## src/rtl/pixel_write_sink.sv

```systemverilog
// pixel_write_sink: receiving end of the drawer pixel stream.
// Clips off-screen writes, converts (x, y) to a linear framebuffer address,
// buffers {addr, colour} in a small FIFO and drains one pixel per clock
// into the framebuffer write port whenever that port is free.
// Optional: define PIXEL_SINK_CLIP_COUNT_EN to build the clipped-pixel counter.
module pixel_write_sink #(
    parameter int FIFO_DEPTH = 4,
    parameter int SCREEN_W   = 160,
    parameter int SCREEN_H   = 120,
    parameter int ADDR_W     = 15,
    parameter int COLOUR_W   = 9
) (
    input  logic                clk,
    input  logic                resetn,
    input  logic [7:0]          in_x,
    input  logic [6:0]          in_y,
    input  logic [COLOUR_W-1:0] in_colour,
    input  logic                in_valid,
    output logic                in_ready,
    input  logic                fb_busy,
    output logic [ADDR_W-1:0]   fb_addr,
    output logic [COLOUR_W-1:0] fb_data,
    output logic                fb_we,
    input  logic                count_clear,
    output logic [11:0]         pix_count,
    output logic [7:0]          clip_count,
    output logic                idle
);

    localparam int              AW       = $clog2(FIFO_DEPTH);
    localparam int              EW       = ADDR_W + COLOUR_W;
    localparam logic [AW:0]     FULL_CNT = (AW+1)'(FIFO_DEPTH);
    localparam logic [31:0]     W_LIM    = SCREEN_W;
    localparam logic [31:0]     H_LIM    = SCREEN_H;
    localparam logic [ADDR_W-1:0] W_MUL  = ADDR_W'(SCREEN_W);

    logic [EW-1:0]       mem_q [FIFO_DEPTH];
    logic [AW-1:0]       wr_ptr_q, rd_ptr_q;
    logic [AW:0]         cnt_q, cnt_d;
    logic                full, empty, clipped, push, pop;
    logic [ADDR_W-1:0]   in_addr;
    logic [ADDR_W-1:0]   fb_addr_q;
    logic [COLOUR_W-1:0] fb_data_q;
    logic                fb_we_q;
    logic [11:0]         pix_count_q;

    assign full     = (cnt_q == FULL_CNT);
    assign empty    = (cnt_q == '0);
    // in_ready depends only on registered occupancy, so a pop in the same
    // cycle never re-opens a full FIFO.
    assign in_ready = !full;
    assign clipped  = ({24'd0, in_x} >= W_LIM) || ({25'd0, in_y} >= H_LIM);
    // Constant multiply; for a 160-wide screen this reduces to (y<<7)+(y<<5)+x.
    assign in_addr  = ADDR_W'(in_y) * W_MUL + ADDR_W'(in_x);
    // Clipped pixels still complete the handshake but are never stored.
    assign push     = in_valid && in_ready && !clipped;
    // fb_busy only gates the pop decision; a strobe already issued stands.
    assign pop      = !empty && !fb_busy;

    assign fb_addr   = fb_addr_q;
    assign fb_data   = fb_data_q;
    assign fb_we     = fb_we_q;
    assign pix_count = pix_count_q;
    assign idle      = empty && !fb_we_q;

    // Occupancy next-state: simultaneous push and pop leaves it unchanged.
    always_comb begin
        cnt_d = cnt_q;
        case ({push, pop})
            2'b10:   cnt_d = cnt_q + (AW+1)'(1);
            2'b01:   cnt_d = cnt_q - (AW+1)'(1);
            default: cnt_d = cnt_q;
        endcase
    end

    // FIFO storage; contents need no reset since occupancy gates every read.
    always_ff @(posedge clk) begin
        if (push) mem_q[wr_ptr_q] <= {in_addr, in_colour};
    end

    // FIFO pointers and occupancy; reset discards anything buffered.
    always_ff @(posedge clk) begin
        if (!resetn) begin
            wr_ptr_q <= '0;
            rd_ptr_q <= '0;
            cnt_q    <= '0;
        end else begin
            if (push) wr_ptr_q <= wr_ptr_q + AW'(1);
            if (pop)  rd_ptr_q <= rd_ptr_q + AW'(1);
            cnt_q <= cnt_d;
        end
    end

    // Framebuffer write port: load head entry on pop, strobe for one cycle.
    always_ff @(posedge clk) begin
        if (!resetn) begin
            fb_we_q   <= 1'b0;
            fb_addr_q <= '0;
            fb_data_q <= '0;
        end else begin
            fb_we_q <= pop;
            if (pop) {fb_addr_q, fb_data_q} <= mem_q[rd_ptr_q];
        end
    end

    // Written-pixel counter, saturating; clear wins over increment.
    always_ff @(posedge clk) begin
        if (!resetn || count_clear)
            pix_count_q <= '0;
        else if (fb_we_q && pix_count_q != 12'hFFF)
            pix_count_q <= pix_count_q + 12'd1;
    end

`ifdef PIXEL_SINK_CLIP_COUNT_EN
    logic [7:0] clip_count_q;
    assign clip_count = clip_count_q;

    // Clipped-pixel counter, saturating; clear wins over increment.
    always_ff @(posedge clk) begin
        if (!resetn || count_clear)
            clip_count_q <= '0;
        else if (in_valid && in_ready && clipped && clip_count_q != 8'hFF)
            clip_count_q <= clip_count_q + 8'd1;
    end
`else
    assign clip_count = '0;
`endif

endmodule

```

## config.mk

```make
export PLATFORM = sky130hd
export DESIGN_NAME = pixel_write_sink
export DESIGN_NICKNAME = d
export VERILOG_FILES = /design/src/rtl/pixel_write_sink.sv
export SDC_FILE = /design/constraint.sdc
export NUM_CORES = 1
export LEC_CHECK = 0
export ABC_CLOCK_PERIOD_IN_PS = 3040
export CORE_MARGIN = 2
export CORE_UTILIZATION = 52
export CTS_BUF_LIST = sky130_fd_sc_hd__clkbuf_2 sky130_fd_sc_hd__clkbuf_4 sky130_fd_sc_hd__clkbuf_8
export CTS_CLUSTER_DIAMETER = 200
export DETAILED_ROUTE_END_ITERATION = 6
export GPL_ROUTABILITY_DRIVEN = 0
export GPL_TIMING_DRIVEN = 0
export HOLD_SLACK_MARGIN = 0.06
export PLACE_DENSITY_LB_ADDON = 0.2
export SYNTH_ARGS = -nofsm -noshare
export SYNTH_HDL_FRONTEND = slang
export SYNTH_SLANG_ARGS = --single-unit
```

## constraint.sdc

```tcl
create_clock -name clk -period 3.04 [get_ports clk]
set_input_delay 0.608 -clock clk [delete_from_list [all_inputs] [get_ports clk]]
set_output_delay 0.608 -clock clk [all_outputs]
set_load 0.01 [all_outputs]
```

# Yosys cells after proc, flatten, opt, wreduce, memory -nomap -nowiden
# Memories as Yosys holds them, arrays and structs flattened. A register that Yosys moved wholly into a read port is not among the register bits.
# Index checks and enable logic that the tools add are counted.
# Widths: inputs -> output; s select.
[op_classes] n_addsub=6 n_mul=1 order_cmp=2 eq_ne=4 muxes=3 n_reduce_logical=16
[ops] operator="$add 15x8->15" n=1
[ops] operator="$add 12x1->12 const B" n=1
[ops] operator="$ne 12x12->1 const B" n=1
[ops] operator="$mul 7x3->10 const B" n=1
[ops] operator="$ge 8x8->1 const B" n=1
[ops] operator="$ge 7x7->1 const B" n=1
[ops] operator="$logic_not 1->1" n=7
[ops] operator="$pmux 3 s2" n=1
[ops] operator="$logic_and 1x1->1" n=5
[ops] operator="$add 2x1->2 const B" n=2
[ops] operator="$add 3x1->3 const B" n=1
[ops] operator="$eq 3x3->1 const B" n=1
[ops] operator="$logic_not 3->1" n=1
[ops] operator="$sub 3x1->3 const B" n=1
[ops] operator="$eq 2x1->1 const B" n=1
[ops] operator="$eq 2x2->1 const B" n=1
[ops] operator="$logic_or 1x1->1" n=2
[ops] operator="$mux 1" n=2
[ops] operator="$reduce_bool 2->1" n=1
[word_totals] regBits=20 ram_bits=96 inputBits=29 output_inout_bits=47 wordCells=38 mem_count=1
[mem_list] memory="mem_q" words=4 width=24 read_ports=1 rd_clocked_by_memory_dff=1 write_ports=1 line_no="37" source="logic [EW-1:0] mem_q [FIFO_DEPTH];"

# Longest topological paths before layout
[logic_depth] ltp_word=6 ltp_mapped=11 ltp_nobuf=9

# Worst setup path before layout
# Ideal clock, no wire load.
[synth_path] path_kind="in2reg" start="in in_y[1]" end="mem mem_q[0][23] in the netlist's numbering (data pin)" setup_time_ps=216 t_arrival_ps=2676 required_ps=2824 slack_ps=148 stages=7 path_buffers=0 cell_sequence="ha_1 -> ha_1 -> fa_1 -> xor2_1 -> o21ai_1 -> or4_4 -> o41ai_2"
[synth_via] elab_chain_len=2
[synth_lines] element="from (decl)" line_no="16" source="input logic [6:0] in_y,"
[synth_lines] element="$mul 7x3->10" line_no="54" source="assign in_addr = ADDR_W'(in_y) * W_MUL + ADDR_W'(in_x);"
[synth_lines] element="$add 15x8->15" line_no="54"
[synth_lines] element="via in_addr[14]" line_no="41" source="logic [ADDR_W-1:0] in_addr;"
[synth_lines] element="to (decl)" line_no="37"
# The timed path passes the listed nets, and every way through them passes these cells.

# Final worst setup path
[layout_path] start="in in_y[5]" end="mem mem_q[2][23] in the netlist's numbering (data pin)"
# Same word-level chain as after synthesis.

==> impl_table.tex <==
\begin{tabular}{lr}
\hline
Metric & Value \\
\hline
\multicolumn{2}{l}{\textbf{Routing}} \\
\quad Overall routed net length & around 11,000 µm \\
\quad Vias post-DR & 3,544 \\
\quad WL/cell & 15.8 µm \\
\quad DRC Markers & 0 \\
\quad Per-cell via count in the routed design & about 5.3 \\
\quad First-pass iteration count of the detailed router & 5 \\
\quad Number of antenna-violating nets in the routed design & 0 \\
\quad Detailed Route Iter0 Violations & around 240 \\
\multicolumn{2}{l}{\textbf{Clock network}} \\
\quad H-tree depth reported by CTS & 4 \\
\quad Worst-path clk slew & 0.09 ns \\
\quad Clock tree root buffer cell & sky130\_fd\_sc\_hd\_\_clkbuf\_8 \\
\quad CTS tree & done \\
\quad CTS Sinks & 140 \\
\quad Cts bufs inserted & 17 \\
\quad Insertion delay to the later sink of the worst-skew pair & roughly 0.44 ns \\
\quad Number of hold buffers added after CTS & 0 \\
\quad CTS max path bufs & 2 \\
\multicolumn{2}{l}{\textbf{Cells and area}} \\
\quad Post-route design area & 7280 µm² \\
\quad Count of filler cells inserted in the layout & 867 \\
\quad Area growth from synthesis to layout & 22.0\% \\
\quad Ant. Diodes & 0 \\
\quad Ratio of cells with drive above 1 in the final layout & 0.166 \\
\quad Register area & 3760 µm² \\
\quad Final core utilization & 0.643 \\
\quad Final \#Nets & roughly 560 \\
\quad Number of standard cells in the layout, taps in and fillers out & 667 \\
\quad Multi-input gate area in the final layout & roughly 2100 µm² \\
\multicolumn{2}{l}{\textbf{Floorplanning}} \\
\quad Number of rows in the core area & 39 \\
\quad Initial Util & 0.527 \\
\quad I/O pin count & 76 \\
\quad Vert. Die Dim & $\sim$110 µm \\
\quad Die width & 111 µm \\
\quad Core box area & 11,300 µm² \\
\quad Total die area & between 10,000 and 15,000 µm² \\
\multicolumn{2}{l}{\textbf{Logic synthesis}} \\
\quad Synth async-reset ratio & 0 \\
\quad Number of instances in the synthesized netlist & 417 \\
\quad Part of the Yosys area used for sequential elements & 0.630 \\
\quad Number of synthesized flops with an enable pin & 96 \\
\quad Synth Cell Area & roughly 6000 µm² \\
\quad Avg Inst Size Synth & 14.3 µm² \\
\quad Yosys synthesis warning count & 0 \\
\quad Most common flop cell mapped by yosys & sky130\_fd\_sc\_hd\_\_edfxtp\_1 \\
\quad Count of unique library cells instantiated by Yosys & 56 \\
\quad Synthesized flop and latch total & 140 \\
\multicolumn{2}{l}{\textbf{Placement}} \\
\quad PortBufs & 67 \\
\quad Dpl hpwl & 7420 µm \\
\quad Post-placement cell area & 6850 µm² \\
\quad Inst Count DP & approximately 630 \\
\multicolumn{2}{l}{\textbf{Worst setup path}} \\
\quad CP Class & in2reg \\
\quad Startpoint of the worst register-to-register path & cnt\_q[2] \\
\quad Highest fanout seen on the critical path & 5 \\
\quad Crit path DAT & 3.11 ns \\
\quad Required time at the worst-slack endpoint & 3.24 ns \\
\quad Crit start category & primary input \\
\quad Critical path launch point & in\_y[5] \\
\quad Nature of the critical path endpoint & register \\
\multicolumn{2}{l}{\textbf{Timing}} \\
\quad Fmax & between 300 and 400 MHz \\
\quad Worst Tran Pin Value & 1.28 ns \\
\quad Crit path time final & slightly below 3 ns \\
\quad Relative slew margins & 0.148 \\
\quad Final worst clock skew & 0.0108 ns \\
\quad Post-route worst hold slack & 0.457 ns \\
\quad Post-route setup TNS & 0 ns \\
\quad Final setup viols & 0 \\
\quad Final critical-path share of the clock period & 0.958 \\
\quad Number of hold violations in the final report & 0 \\
\quad Setup repair after global routing missed its margin & no \\
\quad Final-report max-slew violation count & 0 \\
\multicolumn{2}{l}{\textbf{Run status}} \\
\quad Outcome & finished clean \\
\multicolumn{2}{l}{\textbf{Global route}} \\
\quad Pin count of the biggest net entering global routing & 25 \\
\quad Via count of the first global-routing pass & 3,464 \\
\quad Initial antenna violation count & 0 \\
\quad Wire length of the first global-routing pass & approximately 17,000 µm \\
\quad Residual overflow from global routing & 0 \\
\quad Overall track demand over capacity in global routing & 0.180 \\
\multicolumn{2}{l}{\textbf{Pwr}} \\
\quad Peak supply drop & 288 µV \\
\quad Leak & between 2 and 2.5 nW \\
\quad Power density over cell area & 698 nW/µm² \\
\multicolumn{2}{l}{\textbf{Worst hold path}} \\
\quad Type of the most critical hold path & reg2reg \\
\quad Startpoint of the lowest-slack hold path & fb\_data[6] \\
\multicolumn{2}{l}{\textbf{Flow run}} \\
\quad Maximum Capacitance Violations & 0 \\
\hline
\end{tabular}
## registers in the layout, indices dropped and copies added, names as in the netlist
register   cells
mem_q         96
wr_ptr_q       2
fb_we          1
cnt_q          3
fb_addr       15
fb_data        9
pix_count     12
rd_ptr_q       2
## layer usage
layer | vias to the layer above | routed length [µm] | global-route usage
met5 | - | 0 | 0
met4 | 0 | 103 | 0.0650
met3 | 8 | 512 | 0.0437
met2 | 91 | 5460 | 0.310
met1 | 1709 | 4490 | 0.223
li1 | 1736 | - | -
## synth_stat cells (2+ instances only)
| cell type | count | share of area |
|---|---|---|
| sky130_fd_sc_hd__ha_1 | 19 | 0.040 |
| sky130_fd_sc_hd__edfxtp_1 | 96 | 0.48 |
| sky130_fd_sc_hd__buf_2 | 4 | 0.0034 |
| sky130_fd_sc_hd__dfxtp_1 | 44 | 0.15 |
| sky130_fd_sc_hd__a21oi_1 | 9 | 0.0075 |
| sky130_fd_sc_hd__nor3_1 | 2 | 0.0017 |
| sky130_fd_sc_hd__buf_1 | 3 | 0.0019 |
| sky130_fd_sc_hd__nand2_1 | 55 | 0.035 |
| sky130_fd_sc_hd__nor4_1 | 2 | 0.0021 |
| sky130_fd_sc_hd__mux4_2 | 24 | 0.091 |
| sky130_fd_sc_hd__and2_1 | 10 | 0.010 |
| sky130_fd_sc_hd__a311oi_1 | 3 | 0.0044 |
| sky130_fd_sc_hd__o21ai_0 | 8 | 0.0067 |
| sky130_fd_sc_hd__o41ai_2 | 2 | 0.0054 |
| sky130_fd_sc_hd__nand3_1 | 3 | 0.0025 |
| sky130_fd_sc_hd__nand4_1 | 5 | 0.0052 |
| sky130_fd_sc_hd__and4_1 | 3 | 0.0044 |
| sky130_fd_sc_hd__xnor2_1 | 12 | 0.018 |
| sky130_fd_sc_hd__a21boi_1 | 3 | 0.0038 |
| sky130_fd_sc_hd__clkbuf_1 | 10 | 0.0063 |
| sky130_fd_sc_hd__or3_1 | 2 | 0.0021 |
| sky130_fd_sc_hd__nor2_1 | 14 | 0.0088 |
| sky130_fd_sc_hd__xor2_1 | 6 | 0.0088 |
| sky130_fd_sc_hd__fa_1 | 3 | 0.010 |
| sky130_fd_sc_hd__inv_1 | 14 | 0.0088 |
| sky130_fd_sc_hd__buf_4 | 8 | 0.010 |
| sky130_fd_sc_hd__or4_4 | 2 | 0.0038 |
| sky130_fd_sc_hd__a21boi_0 | 23 | 0.029 |
## critical path, stage by stage
cell and delay [ns]:
sky130_fd_sc_hd__clkdlybuf4s50_1 0.51, sky130_fd_sc_hd__ha_1 0.25, sky130_fd_sc_hd__ha_1 0.38, sky130_fd_sc_hd__o21ai_0 0.39
sky130_fd_sc_hd__o21ai_1 0.09, sky130_fd_sc_hd__or4_4 0.45, sky130_fd_sc_hd__o41ai_4 0.43
## report_power, final
group | switching (mW) | internal [mW] | leakage, nW
clock network | 0.789 | 0.612 | 0.198
logic | 0.667 | 0.667 | 1.05
registers | 0.0862 | 2.26 | 1.23
total | 1.54 | 3.54 | 2.48
## path summary, 6_finish.rpt
check | slack, ns | cells past startpoint | to
setup / recovery | 0.13 | 7 | mem_q[2][23]
hold / removal | 0.46 | 2 | fb_data[6]
setup reg to reg | 0.37 | 10 | cnt_q[2]
hold reg to reg | 0.46 | 2 | fb_data[6]
## layout make-up
| cell class | count | area share |
|---|---|---|
| Sequential cell | 140 | 0.517 |
| Multi-Input combinational cell | 243 | 0.285 |
| Tap cell | 143 | 0.0246 |
| Buffer | 25 | 0.0187 |
| Clock buffer | 17 | 0.0321 |
| Clock inverter | 15 | 0.0203 |
| Inverter | 15 | 0.00773 |
| Timing Repair Buffer | 69 | 0.0948 |
## placed cells by master, fill, tap and decap left out, drive strengths merged, types with 3 or more instances in the layout
cell           netlist  layout
edfxtp              96      96
clkdlybuf4s50        0      65
nand2               55      55
dfxtp               44      44
a21boi              26      26
clkbuf              10      26
inv                 15      25
mux4                24      24
ha                  19      19
buf                 16      18
nor2                14      14
xnor2               12      12
and2                10      10
a21oi                9       9
o21ai                9       9
conb                 1       8
xor2                 6       6
nand4                5       5
clkinv               0       5
and4                 3       3
nand3                3       3
a311oi               3       3
or4                  3       3
fa                   3       3
o41ai                3       3
## kinds of logic (layout without fill, tap and decap cells)
family                   Yosys count  in the layout  synth area share
flip-flops                       140            140             0.630
AND/OR/NAND/NOR                  107            107            0.0874
AO/OA/AOI/OAI                     62             62            0.0765
buffers and inverters             41            141            0.0329
multiplexers                      25             25            0.0922
adder cells (fa/ha/maj)           22             22            0.0499
XOR/XNOR                          19             19            0.0302
other                              1              8          0.000628
## repair_timing
| item | 4_1_cts | 5_1_grt |
|---|---|---|
| pin swaps | 1 | 4 |
| setup endpoints to repair | 9 | 12 |
| gates resized for setup | 2 | 7 |
| buffers inserted | 0 | 2 |
| endpoints found under the hold margin | 0 | 0 |
## metrics by stage
stage	total power [mW]	setup WS, ns
after floorplan	3.25	0.148
after global placement	3.70	-0.607
after detailed placement	3.74	-0.708
after CTS	5.13	0.0157
after global routing	5.37	0.0210
final	5.08	0.126
No activity file was read; power rests on OpenSTA's default activity.
